File: src/rtl/stream_xbar_rsp_router.sv
// Request gate and response return router for the stream crossbar.
// Per-initiator outstanding count and target keep responses ordered and routable.
module stream_xbar_rsp_router #(
    parameter int unsigned NumInp   = 2,
    parameter int unsigned NumOut   = 2,
    parameter int unsigned RspWidth = 32,
    parameter int unsigned MaxTxns  = 4,
    localparam int unsigned SelWidth = (NumOut > 1) ? $clog2(NumOut) : 1,
    localparam int unsigned IdxWidth = (NumInp > 1) ? $clog2(NumInp) : 1,
    localparam int unsigned CntWidth = $clog2(MaxTxns + 1)
) (
    input  logic                         clk_i,
    input  logic                         rst_i,
    input  logic [NumInp-1:0]            req_valid_i,
    output logic [NumInp-1:0]            req_ready_o,
    input  logic [NumInp*SelWidth-1:0]   req_sel_i,
    output logic [NumInp-1:0]            req_valid_o,
    input  logic [NumInp-1:0]            req_ready_i,
    input  logic [NumOut*RspWidth-1:0]   rsp_data_i,
    input  logic [NumOut*IdxWidth-1:0]   rsp_idx_i,
    input  logic [NumOut-1:0]            rsp_valid_i,
    output logic [NumOut-1:0]            rsp_ready_o,
    output logic [NumInp*RspWidth-1:0]   rsp_data_o,
    output logic [NumInp-1:0]            rsp_valid_o,
    input  logic [NumInp-1:0]            rsp_ready_i,
    output logic [NumInp-1:0]            busy_o,
    output logic                         rsp_err_o
);

    logic [SelWidth-1:0] sel   [NumInp];
    logic [SelWidth-1:0] tgt_q [NumInp];
    logic [SelWidth-1:0] tgt_d [NumInp];
    logic [CntWidth-1:0] cnt_q [NumInp];
    logic [CntWidth-1:0] cnt_d [NumInp];
    logic [IdxWidth-1:0] idx   [NumOut];
    logic [RspWidth-1:0] rdata [NumOut];
    logic [NumOut-1:0]   hit   [NumInp];
    logic [NumInp-1:0]   allow;
    logic [NumInp-1:0]   req_fire;
    logic [NumInp-1:0]   rsp_fire;
    logic [NumOut-1:0]   routable;
    logic                err_q;
    logic                err_d;

    always_comb begin
        for (int i = 0; i < NumInp; i++) begin
            sel[i] = req_sel_i[i*SelWidth +: SelWidth];
        end
        for (int t = 0; t < NumOut; t++) begin
            idx[t]   = rsp_idx_i[t*IdxWidth +: IdxWidth];
            rdata[t] = rsp_data_i[t*RspWidth +: RspWidth];
        end
    end

    // The gate looks only at registered state, so a response retiring this
    // cycle never opens the gate until the next one.
    always_comb begin
        allow       = '0;
        req_valid_o = '0;
        req_ready_o = '0;
        req_fire    = '0;
        busy_o      = '0;
        for (int i = 0; i < NumInp; i++) begin
            allow[i]       = (cnt_q[i] != CntWidth'(MaxTxns)) &&
                             ((cnt_q[i] == '0) || (sel[i] == tgt_q[i]));
            req_valid_o[i] = req_valid_i[i] & allow[i];
            req_ready_o[i] = req_ready_i[i] & allow[i];
            req_fire[i]    = req_valid_o[i] & req_ready_i[i];
            busy_o[i]      = (cnt_q[i] != '0);
        end
    end

    // hit[i][t]: target t currently carries a response that belongs to initiator i.
    always_comb begin
        for (int i = 0; i < NumInp; i++) begin
            hit[i] = '0;
            for (int t = 0; t < NumOut; t++) begin
                hit[i][t] = (cnt_q[i] != '0) && (tgt_q[i] == SelWidth'(t)) &&
                            (idx[t] == IdxWidth'(i));
            end
        end
    end

    always_comb begin
        rsp_valid_o = '0;
        rsp_data_o  = '0;
        rsp_ready_o = '0;
        routable    = '0;
        rsp_fire    = '0;
        for (int i = 0; i < NumInp; i++) begin
            for (int t = 0; t < NumOut; t++) begin
                if (tgt_q[i] == SelWidth'(t)) begin
                    rsp_data_o[i*RspWidth +: RspWidth] = rdata[t];
                    rsp_valid_o[i] = rsp_valid_i[t] & hit[i][t];
                end
                if (hit[i][t]) begin
                    routable[t]    = 1'b1;
                    rsp_ready_o[t] = rsp_ready_i[i];
                end
            end
            rsp_fire[i] = rsp_valid_o[i] & rsp_ready_i[i];
        end
        err_d = |(rsp_valid_i & ~routable);
    end

    always_comb begin
        for (int i = 0; i < NumInp; i++) begin
            cnt_d[i] = cnt_q[i];
            tgt_d[i] = tgt_q[i];
            if (req_fire[i]) begin
                tgt_d[i] = sel[i];
            end
            if (req_fire[i] && !rsp_fire[i]) begin
                cnt_d[i] = cnt_q[i] + CntWidth'(1);
            end else if (!req_fire[i] && rsp_fire[i]) begin
                cnt_d[i] = cnt_q[i] - CntWidth'(1);
            end
        end
    end

    always_ff @(posedge clk_i) begin
        if (rst_i) begin
            for (int i = 0; i < NumInp; i++) begin
                cnt_q[i] <= '0;
                tgt_q[i] <= '0;
            end
            err_q <= 1'b0;
        end else begin
            for (int i = 0; i < NumInp; i++) begin
                cnt_q[i] <= cnt_d[i];
                tgt_q[i] <= tgt_d[i];
            end
            err_q <= err_d;
        end
    end

    assign rsp_err_o = err_q;

    for (genvar gi = 0; gi < NumInp; gi++) begin : g_chk
        a_no_overflow: assert property (@(posedge clk_i) disable iff (rst_i)
            !(req_fire[gi] && !rsp_fire[gi] && (cnt_q[gi] == CntWidth'(MaxTxns))));
        a_no_underflow: assert property (@(posedge clk_i) disable iff (rst_i)
            !(rsp_fire[gi] && !req_fire[gi] && (cnt_q[gi] == '0)));
        a_cnt_range: assert property (@(posedge clk_i) disable iff (rst_i)
            (cnt_q[gi] <= CntWidth'(MaxTxns)));
    end

endmodule

File: config.mk
export PLATFORM = sky130hd
export DESIGN_NAME = stream_xbar_rsp_router
export DESIGN_NICKNAME = d
export VERILOG_FILES = /design/src/rtl/stream_xbar_rsp_router.sv
export SDC_FILE = /design/constraint.sdc
export NUM_CORES = 1
export LEC_CHECK = 0
export ABC_AREA = 1
export BUFFER_PORTS_ARGS = -buffer_cell sky130_fd_sc_hd__buf_2
export CELL_PAD_IN_SITES_DETAIL_PLACEMENT = 0
export CELL_PAD_IN_SITES_GLOBAL_PLACEMENT = 1
export CORE_MARGIN = 10
export CORE_UTILIZATION = 18
export CTS_CLUSTER_DIAMETER = 80
export DETAILED_ROUTE_END_ITERATION = 12
export PLACE_DENSITY_LB_ADDON = 0.12
export SYNTH_ARGS = -nofsm -noshare
export SYNTH_HDL_FRONTEND = slang
export SYNTH_SLANG_ARGS = --single-unit
File: constraint.sdc
create_clock -name clk_i -period 1.9 [get_ports clk_i]
set_input_delay 0.19 -clock clk_i [delete_from_list [all_inputs] [get_ports clk_i]]
set_output_delay 0.19 -clock clk_i [all_outputs]
set_load 0.005 [all_outputs]
==> results of run 1 <==
==> synth_stat cells, drive strengths merged <==
master / count
o22ai: 4
fa: 2
ha: 2
nand2: 88
nand4: 4
o21ai: 72
clkbuf: 2
a21oi: 9
nor2: 10
inv: 59
buf: 12
nand3: 6
dfxtp: 9
==> layout make-up <==
class                      instances  area (um2)
fill                             899        5250
multi-input combinational        197        1010
timing repair buffer             168         881
inverter                          59         221
sequential                         9         195
tap                              102         128
clock buffer                       4        45.0
==> worst register-to-register path: cells and delay by family, from the launching register on <==
kind | cells | cell delay [ns]
adders and majority gates | 2 | 0.55
and+or+nand+nor | 4 | 0.35
buffers and inverters | 1 | 0.06
AOI/OAI and AO/OA | 5 | 0.47
DFF | 1 | 0.33
==> repair_timing <==
item                                    CTS  global route
endpoints found under the setup margin    2             4
setup buffers                             0             1
hold buffers                              0             0
gates cloned                              0             0
gates resized for setup                   6            27
pin swaps                                 1             6
hold endpoints to repair                  0             0
==> sequential cells by signal, summed over array words and instances, names as in the netlist <==
register   flops
tgt_q          2
cnt_q          6
rsp_err_o      1
==> routing by layer <==
layer  share of wire, %  vias to the layer above
met3                 10                        4
met2                 49                       87
met4               0.58                        0
li1                   -                     1190
met1                 40                      963
met5                  0                        -
==> stage by stage <==
step                      hold slack (ns)  util (%)  area, um2
after floorplan                     0.259         -       1440
after global placement              0.370      30.6       2360
after detailed placement            0.366      30.6       2360
after CTS                           0.118      31.3       2410
after global routing                0.136      32.1       2480
final                               0.122      32.1       2480
==> worst max path at each step <==
stage | end | start | slack, ns
after floorplan | cnt_q[0][2] | cnt_q[0][0] | 0.003
after global placement | cnt_q[0][2] | cnt_q[0][0] | -0.02
after detailed placement | cnt_q[0][2] | cnt_q[0][0] | -0.09
after global routing | cnt_q[0][2] | cnt_q[0][0] | -0.12
after CTS | cnt_q[0][2] | cnt_q[0][1] | 0.0003
final | cnt_q[0][2] | cnt_q[0][0] | 0.03
==> kinds of logic (layout without fill, tap and decap cells) <==
group | count (synthesis) | in the layout
AO/OA/AOI/OAI | 85 | 85
adder cells (fa/ha/maj) | 4 | 4
buffers and inverters | 73 | 231
flip-flops | 9 | 9
AND/OR/NAND/NOR | 108 | 108
==> power breakdown <==
| group | internal [uW] | switching [uW] | total [uW] | leakage (uW) |
|---|---|---|---|---|
| clock | 146 | 77.3 | 224 | 0.0000228 |
| sequential | 225 | 30.7 | 256 | 0.0000774 |
| combinational | 442 | 510 | 951 | 0.00128 |
==> cell usage in the layout (no fill, tap or decap) <==
cell | synthesis | routed
dfxtp_4 | 0 | 3
nor2_1 | 8 | 7
a21oi_2 | 0 | 3
o22ai_2 | 2 | 2
inv_1 | 57 | 52
nand2_1 | 86 | 83
nor2_2 | 2 | 1
a21oi_1 | 9 | 6
nand4_1 | 3 | 3
ha_1 | 2 | 1
o21ai_0 | 72 | 66
clkbuf_1 | 2 | 1
nand3_1 | 6 | 4
o22ai_1 | 2 | 2
nand2_2 | 2 | 5
buf_2 | 10 | 152
fa_2 | 0 | 2
buf_4 | 1 | 16
clkbuf_8 | 0 | 3
nand3_2 | 0 | 2
dfxtp_1 | 9 | 3
nor2_4 | 0 | 2
o21ai_2 | 0 | 3
ha_2 | 0 | 1
inv_2 | 2 | 7
o21ai_1 | 0 | 3
nand4_2 | 1 | 1
dfxtp_2 | 0 | 3
==> results.ini, run 1 <==
[status]
status = complete, no violations

[global_routing]
gr-usage-met1_pct = 12.1
grt_start_max_net_pins = 65
grtUsageTotal_pct = 10.5
globalRouteMet3Util_pct = 2.60
antenna_found_initial = 0
grt_overflow = 0
met2_usage_pct = 19.0
busiest_layer = met2
grt_pass1_vias = 2096
grt_pass1_wl_um = 10300

[yosys]
synthesis.area_um2 = 1430
ys_top_cells_by_area = o21ai_0, nand2_1, inv_1, dfxtp_1, buf_2
yosysUniqueCellTypes = 20
seq_area_frac_synth_pct = 12.6
yosys.area_share.simple_pct = 30.8
synth_xor_area_share_pct = 0
synth_top_area_cell = o21ai_0
syn_nets = 361
synth_fa_ha_area_share_pct = 4.57
muxShareOfSynthArea_pct = 0
ys_ff_latch = 9
synth_top_family_by_area = compound AO/OA/AOI/OAI gates
synth_compound_area_share_pct = 31.1
yosysWarnings = 0
syn_inst = 279
synth.avg_cell_area_um2 = 5.11
synth_top_cell_area_share_pct = 25.3

[setup_path]
r2r_end = cnt_q[0][2]
cpMostUsedCell = nand2_2
rrSetupSlack_ns = 0.03
r2r-start = cnt_q[0][0]
cp-end-kind = flip-flop
crit_slowest_cell = fa_2
critical-path-top-delay-family = adder cells
path_depth = 12
path_cells = nor2_4 -> nand2_2 -> nand2_2 -> o22ai_2 -> nand2_1 -> ha_2 -> inv_2 -> fa_2 -> a21oi_2 -> o21ai_2 -> o21ai_1 -> a21oi_1
crit_type = reg -> reg
crit_fanout = 3
required_ns = 2.02
crit_arrival_ns = 1.99
critPathLaunchType = flip-flop
cpPeakStageDelay_ns = 0.37
rr_worst_depth = 12
cp_num_buf_inv = 1

[drt]
vias_per_cell = 4.16
routed_wl_um = 7030
route.vias.total = 2244
ant_nets = 0
wl_per_cell_um = 13.0
drc = 0
drt_iter0_drc = 91
first_pass_iters = 4

[worst_hold_path]
hold_path.class = in -> reg
hold_start = rst_i
holdPathEnd = rsp_err_o
holdPathStages = 2

[sta]
finalCriticalPeriod_ns = 1.87
hold_viol_final = 0
rsz0062_at_grt = true
max_freq_mhz = 535
min_period_over_period_pct = 98.3
setup_viol = 0
worstMarginPinSlew_ns = 0.540
skew_ns = 0.000648
slew_headroom_pct = 64.0
slew_violations = 0
tns_ns = 0
setup_ws_ns = 0.0314

[placement]
dpl.hpwl_um = 5880
dp_slack_ns = -0.0935
place.port_buffers = 152
gp_congestion = 0.784
placedCellCount = 534

[floorplanning]
die_h_um = 109
core_um2 = 7730
rows = 32
start_util_pct = 18.4
die_w_um = 109
fp.dieArea_um2 = 11900
pin_count = 153

[power]
total_leakage_power_uw = 0.00138
power_density_nw_per_um2 = 578
total_power_uw = 1430
ir_drop_v = 0.000386

[job]
cap_viol_max_count = 0

[cells_and_area]
syn2layout_area_growth_pct = 73.8
n_antenna_cell = 0
drive_above_1_share_pct = 47.1
stdcell_count = 539
nets = 520

[clock_tree]
cts_inserted_buffers = 3
clockBufferDepth = 2
cts_tree = yes
clock_latency_ns = 0.23
cts_root_buf = clkbuf_8
htreeDepth = 1
clk_pin_slew_worst_paths_ns = 0.04
clock-sinks = 9

Power figures use the tool's default switching activity.
==> inputs of run 2 (changes only) <==
CORE_UTILIZATION = 20   (was 18)
clock period = 2.07 ns   (was 1.9 ns; I/O delays follow)
==> run 2 against run 1 <==
Compared with the run above:
- critical path type unchanged
- routed wire length down 1.2%
- critical path depth is 2 lower
- clock power decreased by 8%
- largest power group unchanged
- largest cell class unchanged
- cell area decreased by 5.4%
- die area down 8.2%
- clock-buffer cell count did not move
- worst hold slack better by 0.022 ns
- core utilization rose by 2.1 points
- combinational power down 19%
==> results.ini, run 2 (synthesis results as in run 1) <==
[power]
power_density_nw_per_um2 = 518
ir_drop_v = 0.000440
total_leakage_power_uw = 0.00133

[sta]
max_freq_mhz = 527
worstMarginPinSlew_ns = 0.533
setup_viol = 0
slew_violations = 0
min_period_over_period_pct = 91.7
finalCriticalPeriod_ns = 1.90
hold_viol_final = 0
rsz0062_at_grt = true
slew_headroom_pct = 64.5
skew_ns = 0.00245

[clock_tree]
clock_latency_ns = 0.23
cts_tree = yes
htreeDepth = 1
hold_buffers = 0
clockBufferDepth = 2
clk_pin_slew_worst_paths_ns = 0.05
cts_inserted_buffers = 3
cts_root_buf = clkbuf_8
clock-sinks = 9

[job]
cap_viol_max_count = 0

[drt]
drt_iter0_drc = 84
ant_nets = 0
vias_per_cell = 4.17
drc = 0
route.vias.total = 2173
first_pass_iters = 4
wl_per_cell_um = 13.3
routed_wl_um = 6950

[setup_path]
r2r-start = cnt_q[0][4]
rr_worst_depth = 10
crit_type = reg -> reg
r2r_end = cnt_q[0][4]
rrSetupSlack_ns = 0.17
required_ns = 2.18
critPathLaunchType = flip-flop
cp-end-kind = flip-flop
critPathLaunch = cnt_q[0][4]
crit_fanout = 3
crit_arrival_ns = 2.01

[global_routing]
grt_pass1_wl_um = 10900
grt_pass1_vias = 2027
grt_start_max_net_pins = 65
antenna_found_initial = 0
grtUsageTotal_pct = 11.9
grt_overflow = 0

[worst_hold_path]
hold_start = rst_i
holdPathEnd = rsp_err_o
hold_path.class = in -> reg
holdPathStages = 2

[placement]
gp_congestion = 0.753
placedCellCount = 516
dpl.hpwl_um = 5930
placed_area_um2 = 2250
place.port_buffers = 152

[floorplanning]
rows = 30
fp.dieArea_um2 = 10900
start_util_pct = 20.7
core_um2 = 6870
die_h_um = 104
die_w_um = 104
pin_count = 153

[cells_and_area]
syn2layout_area_growth_pct = 64.5
num-fill-cells = 822
multi_input_area_um2 = 977
drive_above_1_share_pct = 42.4
stdcell_count = 521
nets = 508
n_antenna_cell = 0
final_area_um2 = 2340
top_register = cnt_q
final_common_cell = buf_2
most-common-layout-cells = buf_2, nand2_1, o21ai_0
seq_area_um2 = 190
largest_reg_flops = 6

[status]
status = complete, no violations

## run 2: cell types whose count changed in the layout (fill, tap and decap cells not counted), sizes merged
cell	previous run	this run
buf	168	156
## run 2: how the worst max path moves through the flow
stage | slack [ns] | cells after the start | endpoint
after floorplan | 0.17 | 12 | cnt_q[0][5]
after global placement | 0.08 | 12 | cnt_q[0][5]
after detailed placement | 0.02 | 12 | cnt_q[0][5]
after CTS | 0.03 | 12 | cnt_q[0][5]
after global routing | -0.007 | 13 | cnt_q[0][2]
final | 0.17 | 10 | cnt_q[0][4]
## run 2: layout make-up
class,instances,area share [%]
repair buffers,156,33.7
clock buffers,4,1.92
multi-input cells,197,41.7
inverters,59,9.45
flip-flops and latches,9,8.11
well taps,96,5.12
## run 2: through the flow
step	util [%]	setup slack [ns]	power, uW	hold WS, ns	TNS (ns)
4_1_cts	33.5	0.0264	1200	0.140	0
5_1_grt	34.1	-0.00730	1360	0.158	-0.00730
6_report	34.1	0.171	1210	0.144	0
2_1_floorplan	-	0.167	623	0.276	0
3_5_place_dp	32.8	0.0166	988	0.386	0
3_3_place_gp	32.8	0.0799	995	0.385	0
## run 2: where the power goes
group          total (uW)  switching, uW  leakage [uW]  internal (uW)
sequential            238           32.2     0.0000768            206
clock                 206           71.1     0.0000228            134
combinational         771            432       0.00123            338
## run 2: timing repair
item | in CTS | in global routing
resized for setup | 0 | 16
buffers inserted | 0 | 1
setup endpoints to repair | 0 | 4
## run 2: metal layers
metal	vias up	part of all wire, %	GRT usage, %
met1	908	43	14.2
met4	0	1.1	2.98
met2	96	46	20.0
met3	6	9.0	3.59
li1	1163	-	-
met5	-	0	0
## run 2: worst max-delay path: stages, from the launching register on
cell and delay [ns]:
dfxtp_2 0.37, nor2_4 0.05, nand2_2 0.09, nand3_2 0.11
o22ai_2 0.17, nand2_1 0.08, ha_1 0.17, inv_1 0.10
fa_1 0.42, o21ai_0 0.16, a21oi_1 0.06
